## src/rtl/audio_i2s_pkg.sv

```systemverilog
// Shared constants for the I2S transmitter: frame geometry, MCLK accumulator defaults
// and the FIFO level-width helper.
package audio_i2s_pkg;
  localparam int SLOT_BITS   = 32;
  localparam int FRAME_SLOTS = 64;
  localparam int MCLK_DIV    = 4;
  localparam int ACC_W       = 22;
  localparam int ACC_INC_DEF = 245760;
  localparam int ACC_MOD_DEF = 742500;

  function automatic int lvl_w(input int depth);
    return $clog2(depth) + 1;
  endfunction
endpackage

```

## src/rtl/audio_sample_fifo.sv

```systemverilog
// Synchronous stereo-pair FIFO with occupancy output; push when full and pop when
// empty are ignored.
module audio_sample_fifo import audio_i2s_pkg::*; #(
  parameter int WIDTH = 32,
  parameter int DEPTH = 8
) (
  input  logic                      clk,
  input  logic                      reset_n,
  input  logic                      push,
  input  logic [WIDTH-1:0]          wr_data,
  input  logic                      pop,
  output logic [WIDTH-1:0]          rd_data,
  output logic [lvl_w(DEPTH)-1:0]   level,
  output logic                      empty
);
  localparam int LW = lvl_w(DEPTH);
  localparam int AW = $clog2(DEPTH);

  logic [DEPTH-1:0][WIDTH-1:0] mem_q, mem_d;
  logic [AW-1:0] wr_ptr_q, wr_ptr_d, rd_ptr_q, rd_ptr_d;
  logic [LW-1:0] level_q, level_d;
  logic push_ok, pop_ok;

  always_comb begin
    push_ok  = push && (level_q < LW'(DEPTH));
    pop_ok   = pop && (level_q != '0);
    mem_d    = mem_q;
    wr_ptr_d = wr_ptr_q;
    rd_ptr_d = rd_ptr_q;
    if (push_ok) begin
      mem_d[wr_ptr_q] = wr_data;
      wr_ptr_d        = wr_ptr_q + AW'(1);
    end
    if (pop_ok) rd_ptr_d = rd_ptr_q + AW'(1);
    level_d = level_q + LW'(push_ok) - LW'(pop_ok);
  end

  always_ff @(posedge clk or negedge reset_n) begin
    if (!reset_n) begin
      mem_q    <= '0;
      wr_ptr_q <= '0;
      rd_ptr_q <= '0;
      level_q  <= '0;
    end else begin
      mem_q    <= mem_d;
      wr_ptr_q <= wr_ptr_d;
      rd_ptr_q <= rd_ptr_d;
      level_q  <= level_d;
    end
  end

  assign rd_data = mem_q[rd_ptr_q];
  assign level   = level_q;
  assign empty   = (level_q == '0);
endmodule

```

## src/rtl/audio_i2s_tx.sv

```systemverilog
// I2S transmitter: MCLK/SCLK/LRCK derived by clock-enable ticks from clk, samples fed
// through a small FIFO. Define I2S_UNDERFLOW_HOLD_EN to repeat the last frame on underflow.
module audio_i2s_tx import audio_i2s_pkg::*; #(
  parameter int DATA_WIDTH = 16,
  parameter int FIFO_DEPTH = 8,
  parameter int ACC_INC    = ACC_INC_DEF,
  parameter int ACC_MOD    = ACC_MOD_DEF
) (
  input  logic                           clk,
  input  logic                           reset_n,
  input  logic                           s_valid,
  output logic                           s_ready,
  input  logic [DATA_WIDTH-1:0]          s_data_l,
  input  logic [DATA_WIDTH-1:0]          s_data_r,
  output logic [lvl_w(FIFO_DEPTH)-1:0]   fifo_level,
  output logic                           underflow,
  output logic                           underflow_sticky,
  output logic                           audio_mclk,
  output logic                           audio_lrck,
  output logic                           audio_dac
);
  localparam int LW  = lvl_w(FIFO_DEPTH);
  localparam int SW  = $clog2(FRAME_SLOTS);
  localparam int PW  = $clog2(SLOT_BITS);
  localparam int DVW = $clog2(MCLK_DIV);
  localparam logic [ACC_W-1:0] INC = ACC_W'(ACC_INC);
  localparam logic [ACC_W-1:0] MOD = ACC_W'(ACC_MOD);

  logic [ACC_W-1:0] acc_q, acc_d;
  logic [DVW-1:0] div_q, div_d;
  logic [SW-1:0] slot_q, slot_d, next_slot;
  logic mclk_q, mclk_d, lrck_q, lrck_d, dac_q, dac_d;
  logic underflow_q, underflow_d, sticky_q, sticky_d;
  logic [DATA_WIDTH-1:0] hold_l_q, hold_l_d, hold_r_q, hold_r_d, sample;
  logic [SLOT_BITS-1:0] word;
  logic mclk_rise, sclk_fall, pop, fifo_empty;
  logic [2*DATA_WIDTH-1:0] rd_data;
  logic [LW-1:0] level;

  audio_sample_fifo #(.WIDTH(2*DATA_WIDTH), .DEPTH(FIFO_DEPTH)) u_fifo (
    .clk     (clk),
    .reset_n (reset_n),
    .push    (s_valid && s_ready),
    .wr_data ({s_data_l, s_data_r}),
    .pop     (pop),
    .rd_data (rd_data),
    .level   (level),
    .empty   (fifo_empty)
  );

  // Ready comes from the registered level only, so a same-cycle pop never frees a slot.
  assign s_ready = (level < LW'(FIFO_DEPTH));

  always_comb begin
    acc_d       = acc_q + INC;
    mclk_d      = mclk_q;
    div_d       = div_q;
    slot_d      = slot_q;
    lrck_d      = lrck_q;
    dac_d       = dac_q;
    hold_l_d    = hold_l_q;
    hold_r_d    = hold_r_q;
    underflow_d = 1'b0;
    sticky_d    = sticky_q;
    pop         = 1'b0;
    next_slot   = slot_q + SW'(1);
    mclk_rise   = (acc_q >= MOD) && !mclk_q;
    sclk_fall   = mclk_rise && (div_q == '1);
    if (acc_q >= MOD) begin
      acc_d  = acc_q - MOD + INC;
      mclk_d = ~mclk_q;
    end
    if (mclk_rise) div_d = div_q + DVW'(1);
    // Slot word: delay bit, sample MSB-first, zero padding; p==0 selects the delay bit.
    sample = next_slot[SW-1] ? hold_r_q : hold_l_q;
    word   = SLOT_BITS'({1'b0, sample}) << (SLOT_BITS - 1 - DATA_WIDTH);
    if (sclk_fall) begin
      slot_d = next_slot;
      lrck_d = next_slot[SW-1];
      dac_d  = word[~next_slot[PW-1:0]];
      if (slot_q == '1) begin
        if (!fifo_empty) begin
          pop      = 1'b1;
          hold_l_d = rd_data[2*DATA_WIDTH-1:DATA_WIDTH];
          hold_r_d = rd_data[DATA_WIDTH-1:0];
        end else begin
          underflow_d = 1'b1;
          sticky_d    = 1'b1;
`ifdef I2S_UNDERFLOW_HOLD_EN
          hold_l_d = hold_l_q;
          hold_r_d = hold_r_q;
`else
          hold_l_d = '0;
          hold_r_d = '0;
`endif
        end
      end
    end
  end

  always_ff @(posedge clk or negedge reset_n) begin
    if (!reset_n) begin
      acc_q       <= '0;
      mclk_q      <= 1'b0;
      div_q       <= '0;
      slot_q      <= '0;
      lrck_q      <= 1'b0;
      dac_q       <= 1'b0;
      hold_l_q    <= '0;
      hold_r_q    <= '0;
      underflow_q <= 1'b0;
      sticky_q    <= 1'b0;
    end else begin
      acc_q       <= acc_d;
      mclk_q      <= mclk_d;
      div_q       <= div_d;
      slot_q      <= slot_d;
      lrck_q      <= lrck_d;
      dac_q       <= dac_d;
      hold_l_q    <= hold_l_d;
      hold_r_q    <= hold_r_d;
      underflow_q <= underflow_d;
      sticky_q    <= sticky_d;
    end
  end

  assign fifo_level       = level;
  assign underflow        = underflow_q;
  assign underflow_sticky = sticky_q;
  assign audio_mclk       = mclk_q;
  assign audio_lrck       = lrck_q;
  assign audio_dac        = dac_q;
endmodule

```

## config.mk

```make
export PLATFORM = sky130hd
export DESIGN_NAME = audio_i2s_tx
export DESIGN_NICKNAME = d
export VERILOG_FILES = /design/src/rtl/audio_i2s_pkg.sv /design/src/rtl/audio_sample_fifo.sv /design/src/rtl/audio_i2s_tx.sv
export SDC_FILE = /design/constraint.sdc
export NUM_CORES = 1
export LEC_CHECK = 0
export CAP_MARGIN = 10
export CORE_ASPECT_RATIO = 0.7
export CORE_UTILIZATION = 62
export DETAILED_ROUTE_END_ITERATION = 8
export GPL_ROUTABILITY_DRIVEN = 0
export PLACE_DENSITY = 0.8
export SYNTH_ARGS = -nofsm -noshare
export SYNTH_HDL_FRONTEND = slang
export SYNTH_SLANG_ARGS = --single-unit
```

## constraint.sdc

```tcl
create_clock -name clk -period 4.43 [get_ports clk]
set_input_delay 0.443 -clock clk [delete_from_list [all_inputs] [get_ports clk]]
set_output_delay 0.443 -clock clk [all_outputs]
set_load 0.02 [all_outputs]
```

-- Word level (Yosys, flattened, before mapping)
Cells that the tools add are included.
- word-level logic and storage cells: 68
- output and inout port bits: 10
- bits in registers: 333
- input port bits: 35
- $add $sub $neg: 9
- equality and inequality tests: 2
- reductions and logical operators: 11
- multiplexer cells: 17
- bitwise gates (word level): 2
- $lt $le $gt $ge: 6
- operators with widths (cell ; count):
    $bwmux 256 ; 1
    $bmux 32 s3 ; 1
    $demux 32 s3 ; 1
    $mux 32 ; 2
    $mux 16 ; 3
    $add 22x18->22 const B ; 2
    $ge 22x20->1 const B ; 1
    $mux 22 ; 1
    $sub 22x20->22 const B ; 1
    $lt 3x4->1 const B ; 2
    $mux 1 ; 7
    $add 3x1->3 const B ; 2
    $add 6x1->6 const B ; 1
    $eq 6x6->1 const B ; 1
    $logic_and 1x1->1 ; 6
    $lt 5x6->1 const B ; 1
    $bmux 1 s5 ; 1
    $not 5->5 ; 1
    $add 4x1->4 ; 1
    $logic_not 4->1 ; 1
    $lt 4x4->1 const B ; 1
    $reduce_bool 4->1 ; 1
    $sub 4x1->4 ; 1
    $ge 3x1->1 const B ; 1
    other kinds (6) ; 6

-- Logic depth before layout (Yosys ltp)
Gate-level depths: netlist of run 1.
- depth in word-level cells: 6
- mapped depth: 15
- gate-level depth less buffers: 14

-- Cells and area by module
A second synthesis of run 1 with hierarchy kept.
- cells, all modules: 1056
- area total of the unflattened synthesis: 15294.7 um^2
- by module, submodules not included (module ; sequential area each (um^2) ; area an instance (um^2) ; cells each ; times used):
    audio_sample_fifo ; 6656.4 ; 11937.7 ; 709 ; 1
    audio_i2s_tx ; 1601.5 ; 3357.0 ; 347 ; 1

-- Least setup slack after synthesis of run 1
Ideal clock, no wire load.
- kind: register -> register
- from: register acc_q[2]
- to: register u_fifo.level_q[2], in the netlist u_fifo.level[2]
- arrival: 3.097 ns
- cell stages (with the launch flop): 16
- clock period less this slack: 3.219 ns
- setup time: 0.123 ns
- path buffers: 1
- path slack: 1.211 ns
- cell sequence: dfrtp_1 inv_1 ha_1 nor2b_1 o21ai_1 a21o_1 a2111oi_4 o21ai_2 clkbuf_1 and3_1 ha_1 inv_1 ha_1 inv_1 fa_1 xnor2_1
- cells in the longest elaborated chain, start to end: 6
- RTL lines (what ; line ; text):
    start, declared ; audio_i2s_tx.sv:29 ; logic [ACC_W-1:0] acc_q, acc_d;
    start signal, assigned ; audio_i2s_tx.sv:103 ; acc_q <= '0;
    start signal, assigned ; audio_i2s_tx.sv:114 ; acc_q <= acc_d;
    $ge 22x20->1 ; audio_i2s_tx.sv:67 ; mclk_rise = (acc_q >= MOD) && !mclk_q;
    $logic_and 1x1->1 ; audio_i2s_tx.sv:67 ;
    $logic_and 1x1->1 ; audio_i2s_tx.sv:68 ; sclk_fall = mclk_rise && (div_q == '1);
    $mux 1 ; audio_i2s_tx.sv:77 ; if (sclk_fall) begin
    $logic_and 1x1->1 ; audio_sample_fifo.sv:26 ; pop_ok = pop && (level_q != '0);
    named net u_fifo.pop_ok ; audio_sample_fifo.sv:22 ; logic push_ok, pop_ok;
    $sub 4x1->4 ; audio_sample_fifo.sv:35 ; level_d = level_q + LW'(push_ok) - LW'(pop_ok);
    named net u_fifo.level_d[2] ; audio_sample_fifo.sv:21 ; logic [LW-1:0] level_q, level_d;
    end signal, assigned ; audio_sample_fifo.sv:48 ; level_q <= level_d;
    end, declared ; audio_sample_fifo.sv:21 ;
The timed path passes the listed nets, and every way through them passes these cells.
A chain may end at the register's enable or synchronous reset.

-- Final worst setup path of run 1
Same ends and word-level chain as after synthesis.

==> results of run 1 <==
-- flip-flops by register name, indices dropped and copies added (netlist names) --
name,cells
underflow,1
u_fifo.mem_q,256
div_q,2
audio_mclk,1
u_fifo.wr_ptr_q,3
hold_l_q,16
u_fifo.level,4
slot_q,6
audio_dac,1
u_fifo.rd_ptr_q,3
underflow_sticky,1
acc_q,20
hold_r_q,16
-- critical path, stage by stage (launching register included) --
cell       delay [ns]
dfrtp_1          0.43
inv_1            0.08
ha_1             0.16
nor2b_1          0.21
o21ai_1          0.10
a21o_1           0.25
a2111oi_4        0.48
o21ai_2          0.32
and3_1           0.27
ha_1             0.26
inv_1            0.05
ha_1             0.15
inv_1            0.06
fa_1             0.39
xnor2_1          0.23
-- report_power, final --
| part | switching, uW | internal [uW] | leakage (uW) |
|---|---|---|---|
| combinational | 92.2 | 36.2 | 0.00320 |
| clock | 1110 | 1660 | 0.000525 |
| sequential | 1.70 | 3010 | 0.00454 |
-- cell usage in the layout (no fill, tap or decap), types with 5 or more instances in the layout --
cell / instances
xor2_1: 11
o21ai_0: 8
mux2i_1: 36
nor2b_1: 7
and3_1: 8
a211oi_1: 5
mux2_2: 269
nand3_1: 6
a21oi_1: 9
clkbuf_1: 8
mux2_4: 28
inv_1: 16
mux4_2: 64
and2_1: 7
nor3_1: 8
clkbuf_8: 12
nor2_1: 52
clkbuf_16: 31
nand2_1: 30
dfrtp_1: 327
nand2b_1: 5
buf_4: 14
ha_1: 15
xnor2_1: 21
clkdlybuf4s50_1: 43
-- path summary, 6_finish.rpt --
check | slack (ns) | cells after the start | end | startpoint
max reg2reg | 0.88 | 14 | u_fifo.level[2] | acc_q[2]
min in group asynchronous | 0.53 | 2 | u_fifo.mem_q[4] | reset_n
max in group asynchronous | 2.89 | 3 | u_fifo.rd_ptr_q[2] | reset_n
max | 0.88 | 14 | u_fifo.level[2] | acc_q[2]
min | 0.45 | 1 | underflow_sticky | underflow_sticky
min reg2reg | 0.45 | 1 | underflow_sticky | underflow_sticky
-- logic make-up (layout without fill, tap and decap cells) --
kind of cell | after synthesis | in the layout | synth area share (%)
and+or+nand+nor | 148 | 148 | 4.75
AOI/OAI and AO/OA | 58 | 58 | 2.81
muxes | 397 | 397 | 33.8
xor gates and xnor gates | 33 | 33 | 1.91
buffers and inverters | 80 | 136 | 2.16
adders and majority gates | 16 | 16 | 1.34
DFF | 330 | 330 | 53.2
-- final cells by class --
cell class / count / area, sq um
fill: 1703 / 7220
clock buffer: 51 / 971
sequential: 330 / 8260
timing repair buffer: 63 / 641
multi-input combinational: 652 / 6960
tap: 325 / 407
clock inverter: 5 / 106
inverter: 17 / 63.8
-- metal layers --
metal  track usage (%)  wire length [um]  up-vias  part of all wire (%)
met4              5.56               627        0                   2.0
met3              4.11              1380       43                   4.3
li1                  -                 -     3971                     -
met2              41.5             14900      178                    46
met1              40.1             15200     4682                    47
met5                 0                 0        -                     0
-- metrics by stage --
step	utilization (%)	cells
2_1_floorplan	-	1062
3_3_place_gp	66.3	1386
3_5_place_dp	66.3	1386
4_1_cts	70.7	1443
5_1_grt	70.7	1443
6_report	70.7	1443
==> results.cfg, run 1 <==
[status]
status = finished clean

[synth]
synthArstFlopShare_pct = 100
synthTopCellsByArea = dfrtp_1, mux2_2, mux4_2
synth_warnings = 0
yosys-top-cells-count = dfrtp_1, mux2_2, mux4_2, nor2_1, mux2i_1
synth.distinct_cells = 60
yosysMostFrequentCell = dfrtp_1
syn_avg_cell_area_sq_um = 14.6
synth_top_area_share_pct = 53.2
synth-seq-cells = 330
synth_edf_count = 0
syn_inst = 1062
synth_top_area_cell = dfrtp_1
ys.flop_type = dfrtp_1
seq_area_frac_synth_pct = 53.2
syn-num-nets = 1113
synth_area_sq_mm = 0.0155

[clock_tree]
clkSinkCount = 330
cts_setup_buffers = 0
holdBufCountCts = 1
clk_latency_ns = 0.56
cts_root_buf = clkbuf_16
cts_tree = done
clock_path_buffers = 3
h-tree-depth = 1
ctsResizeCount = 0
clkTransAtPathRegs_ns = 0.07
cts-buffers-inserted = 31

[sta]
hold_viol_final = 0
finalSetupViolations = 0
worst_hold_slack_ns = 0.454
worst_slack_ns = 0.882
max_slew_margin_pct = 23.3
finalSetupTns_ns = 0
fin_worst_skew_ns = 0.0102
min_period_ns = 3.55
max_freq_ghz = 0.282
rsz0062_at_grt = no
final.period_utilization_pct = 80.1
maxSlewViolCount = 0
worstMarginPinSlew_ns = 1.15

[setup_path]
endpoint_kind = register
crit_type = reg -> reg
cp_max_fo = 19
critPathLaunchType = register
worstPathRequired_ns = 4.89
arrival_ns = 4.01

[power]
power_uw = 5910
vdd_drop_max_uv = 283
powerDensity_mw_per_mm2 = 340
p_leak_uw = 0.00826

[drt]
wirelength_um = 32100
drc = 0
drt-pass1-iter-count = 4
drtIter0Drc = 460
vias = 8874
routedWlPerCell_um = 22.2
antenna_left = 0
vias_per_cell = 6.15

[place]
hpwl_um = 19500
placed_cell_area_sq_mm = 0.0163
pre_cts_slack_ns = 0.971
io_buffers = 44

[global_routing]
gr-usage-all-layers_pct = 26.6
grt_pass1_vias = 9458
globalRoute.totalOverflow = 0
grt_max_degree = 102
grt_pass1_wl_um = 52900
grt_antenna_before_repair = 0

[final_layout]
drive_gt1_share_pct = 40.0
postLayoutCellArea_sq_mm = 0.0174
nets = 1146
area.growth.synth_to_final_pct = 12.1
n_antenna_cell = 0

[worst_hold_path]
hold_class = reg -> reg

[floorplanning]
die_h_um = 134
die_x_um = 191
die_area_sq_mm = 0.0257
start_util_pct = 63.0
pin_count = 45
num_rows = 48
coreArea_sq_mm = 0.0246

[run]
cap_violations = 0
Note: power is estimated with default switching activity, not from simulation.
==> inputs of run 2 (changes only) <==
clock period = 3.5 ns   (was 4.43 ns; I/O delays follow)
==> run 2 against run 1 <==
  * Critical path depth unchanged
  * Count of clock-buffer cells in the layout decreased by 8
  * Final cell count increased by 0.62%
  * Worst setup slack got worse by 0.61 ns
  * First-iteration DRC count increased by 13%
  * Highest routed layer is now met5
==> results.cfg, run 2 (synthesized netlist as in run 1, its figures left out) <==
[final_layout]
layout_common_cells = dfrtp_1, mux2_2, mux4_2, nor2_1, clkdlybuf4s50_1
postLayoutCellArea_sq_mm = 0.0175
mostFrequentLayoutCell = dfrtp_1
final_util_pct = 71.2
n_antenna_cell = 0
area.growth.synth_to_final_pct = 12.9
largest_reg_flops = 256
drive_gt1_share_pct = 40.9
regMostFlops = u_fifo.mem_q
nets = 1153
reg.largest.list = u_fifo.mem_q (256), acc_q (20)
fin_cells = 1452

[power]
powerDensity_mw_per_mm2 = 433
power_uw = 7590
p_leak_uw = 0.00834
vdd_drop_max_uv = 413

[global_routing]
grt_pass1_vias = 9552
grt_max_degree = 90
grt_pass1_wl_um = 53400
globalRoute.totalOverflow = 0
grt_antenna_before_repair = 2
gr-usage-all-layers_pct = 27.0

[clock_tree]
clk_latency_ns = 0.59
clock_path_buffers = 3
cts-buffers-inserted = 31
h-tree-depth = 1
cts_root_buf = clkbuf_16
clkSinkCount = 330
cts_tree = done
clkTransAtPathRegs_ns = 0.06

[sta]
max_slew_margin_pct = 42.4
maxSlewViolCount = 0
worstMarginPinSlew_ns = 0.861
finalSetupTns_ns = 0
rsz0062_at_grt = no
final.period_utilization_pct = 92.3
fin_worst_skew_ns = 0.0177
finalSetupViolations = 0
max_freq_ghz = 0.309
min_period_ns = 3.23
hold_viol_final = 0

[floorplanning]
die_area_sq_mm = 0.0257
die_h_um = 134
die_x_um = 191
pin_count = 45
coreArea_sq_mm = 0.0246
num_rows = 48
start_util_pct = 63.0

[setup_path]
path_cells = inv_1 > ha_1 > nor2b_1 > o21ai_1 > a21o_1 > a2111oi_4 > o21ai_2 > and3_1 > ha_1 > inv_1 > ha_1 > inv_1 > fa_1 > xnor2_1
cp_max_fo = 5
critPathLaunch = acc_q[2]
rr_worst_depth = 14
max_stage_delay_ns = 0.48
crit_type = reg -> reg
crit_buf_inv = 3
crit_path_top_delay_cell = a2111oi_4
arrival_ns = 3.70
path_delay_family = adder cells
endpoint_kind = register
r2r-end = u_fifo.level[2]
worstPathRequired_ns = 3.97
critPathLaunchType = register
reg2reg_slack_ns = 0.27
r2r-start = acc_q[2]

[place]
placed_cell_area_sq_mm = 0.0164
hpwl_um = 20100
dp.cells = 1393
io_buffers = 44

[drt]
vias_per_cell = 6.22
antenna_left = 0
drt-pass1-iter-count = 5
drtIter0Drc = 519
vias = 9035
wirelength_um = 32400
routedWlPerCell_um = 22.3
drc = 0

[worst_hold_path]
hold_class = in -> async

[status]
status = finished clean

[run]
cap_violations = 0
run 2: layout make-up:
type,count,area [sq um]
timing repair buffer,70,718
inverter,17,63.8
sequential,330,8260
multi-input combinational,652,6960
clock inverter,15,203
tap,325,407
fill,1658,7100
clock buffer,43,911
run 2: how the worst max path moves through the flow:
stage                            to  slack [ns]  depth (start not counted)
floorplan           u_fifo.level[2]        0.28                         15
global placement    u_fifo.level[1]        0.49                         14
detailed placement  u_fifo.level[2]        0.29                         14
CTS                 u_fifo.level[2]        0.28                         14
global route        u_fifo.level[2]        0.09                         14
finish              u_fifo.level[2]        0.27                         14
run 2: per-stage QoR:
step	setup WS, ns	hold WS [ns]
2_1_floorplan	0.281	0.0544
3_3_place_gp	0.493	0.402
3_5_place_dp	0.291	0.405
4_1_cts	0.278	0.378
5_1_grt	0.0883	0.408
6_report	0.268	0.359
run 2: repair_timing:
item,4_1_cts,5_1_grt
hold buffers,1,0
resized for setup,0,0
buffers inserted,0,0
hold endpoints to repair,80,0
run 2: power by group:
group          switching (uW)  internal (uW)
logic                     116           47.4
clock network            1490           2120
registers                1.94           3810
total                    1600           5980
run 2: layer usage:
layer | GRT usage, % | up-vias | share of wire (%)
li1 | - | 3981 | -
met1 | 40.6 | 4793 | 47
met2 | 41.3 | 199 | 46
met3 | 5.15 | 58 | 4.9
met4 | 5.86 | 4 | 1.9
met5 | 0 | - | 0.074
==> inputs of run 3 (changes only) <==
CORE_MARGIN = 2   (was not set)
==> run 3 against run 2 <==
  * Global-route usage fell by 1.4 points
  * Sequential share of layout area rose by 0.20 points
  * Wire length fell by 1.3%
  * Flip-flop and latch count did not move
  * Highest routed layer unchanged
  * Critical path depth did not move
  * Core utilization fell by 0.30 points
  * Combinational power barely moved
  * Worst setup slack improved by 0.023 ns
==> results.cfg, run 3 (synthesized netlist as in run 1, its figures left out) <==
[clock_tree]
cts_root_buf = clkbuf_16
clkSinkCount = 330
h-tree-depth = 1
clock_path_buffers = 3
clkTransAtPathRegs_ns = 0.07
ctsResizeCount = 0
cts_tree = done
clk_latency_ns = 0.57
cts-buffers-inserted = 30

[run]
cap_violations = 0

[sta]
finalSetupViolations = 0
final.period_utilization_pct = 91.7
max_slew_margin_pct = 47.1
maxSlewViolCount = 0
finalSetupTns_ns = 0
min_period_ns = 3.21
max_freq_ghz = 0.312
hold_viol_final = 0
fin_worst_skew_ns = 0.0153
worstMarginPinSlew_ns = 0.793
rsz0062_at_grt = no

[setup_path]
path_cells = inv_1 > ha_1 > nor2b_1 > o21ai_1 > a21o_1 > a2111oi_4 > o21ai_2 > and3_1 > ha_1 > inv_1 > ha_1 > inv_1 > fa_1 > xnor2_1
worstPathRequired_ns = 3.97
crit_path_top_delay_cell = a2111oi_4
arrival_ns = 3.68
max_stage_delay_ns = 0.47
cp_max_fo = 5
crit_type = reg -> reg
critPathLaunchType = register
endpoint_kind = register

[final_layout]
multi_input_area_sq_mm = 0.00696
area.growth.synth_to_final_pct = 12.4
layout_common_cells = dfrtp_1, mux2_2, mux4_2, nor2_1, clkdlybuf4s50_1
fin_cells = 1455
regArea_sq_mm = 0.00826
n_antenna_cell = 0
largest_reg_flops = 256
mostFrequentLayoutCell = dfrtp_1
reg.largest.list = u_fifo.mem_q (256), acc_q (20)
regMostFlops = u_fifo.mem_q
drive_gt1_share_pct = 40.6
fillCellCount = 1630
nets = 1158

[worst_hold_path]
hold_class = in -> async

[global_routing]
grt_antenna_before_repair = 1
grt_use_met3_pct = 4.03
grt_max_degree = 103
grt_pass1_wl_um = 51800
gr-usage-all-layers_pct = 25.5
grt_use_met1_pct = 39.7
busiest_layer = met1
grt_pass1_vias = 9252
globalRoute.totalOverflow = 0
met2_usage_pct = 38.3

[power]
vdd_drop_max_uv = 458
powerDensity_mw_per_mm2 = 414
p_leak_uw = 0.00831

[place]
hpwl_um = 20400
dp.cells = 1399
io_buffers = 44

[drt]
vias_per_cell = 6.17
antenna_left = 0
wirelength_um = 32000
drtIter0Drc = 543
drc = 0
routedWlPerCell_um = 22.0
drt-pass1-iter-count = 6
vias = 8979

[status]
status = finished clean

[floorplanning]
coreArea_sq_mm = 0.0246
num_rows = 48
die_x_um = 193
pin_count = 45
start_util_pct = 63.0
die_h_um = 136
die_area_sq_mm = 0.0263
run 3: worst paths after layout:
kind	startpoint	end	slack, ns	cells past startpoint
worst max-delay path	acc_q[2]	u_fifo.level[2]	0.29	14
worst min-delay path	reset_n	u_fifo.mem_q[131]	0.43	2
min in group clk	div_q[0]	div_q[0]	0.48	1
max in group asynchronous	reset_n	u_fifo.mem_q[22]	2.07	3
worst min register to register	div_q[0]	div_q[0]	0.48	1
worst max register to register	acc_q[2]	u_fifo.level[2]	0.29	14
run 3: timing repair:
action / 4_1_cts / 5_1_grt
buffers inserted: 0 / 0
hold buffers: 1 / 0
hold endpoints to repair: 96 / 0
run 3: per-stage QoR:
stage / setup slack [ns] / instance area (sq um) / hold slack [ns] / total power (uW) / utilization (%)
floorplan: 0.281 / 15500 / 0.0544 / 3890 / -
global placement: 0.494 / 16500 / 0.458 / 4050 / 66.8
detailed placement: 0.335 / 16500 / 0.462 / 4050 / 66.8
CTS: 0.298 / 17400 / 0.463 / 7280 / 70.9
global route: 0.0829 / 17400 / 0.493 / 7440 / 70.9
finish: 0.290 / 17400 / 0.427 / 7220 / 70.9
run 3: per-layer routing:
layer / up-vias / routed length (um)
met3: 52 / 1400
met1: 4759 / 15700
li1: 3981 / -
met4: 2 / 590
met2: 185 / 14300
met5: - / 13
run 3: power breakdown:
part | leakage, uW | switching, uW | internal [uW] | total (uW)
logic | 0.00328 | 116 | 47.4 | 163
clock network | 0.000488 | 1390 | 1840 | 3240
registers | 0.00454 | 1.96 | 3820 | 3820
run 3: area by class of cell:
cell class | count | area share [%]
sequential | 330 | 47.4
multi-input combinational | 652 | 39.9
clock buffer | 47 | 5.19
timing repair buffer | 76 | 4.45
tap | 325 | 2.33
clock inverter | 8 | 0.437
inverter | 17 | 0.366
run 3: critical path: cells and delay by family, from the launching register on:
family                   cells  cell delay, ns
AO/OA/AOI/OAI                4            0.95
flip-flops                   1            0.42
adder cells (fa/ha/maj)      4            0.97
buffers and inverters        3            0.20
XOR/XNOR                     1            0.20
AND/OR/NAND/NOR              2            0.38
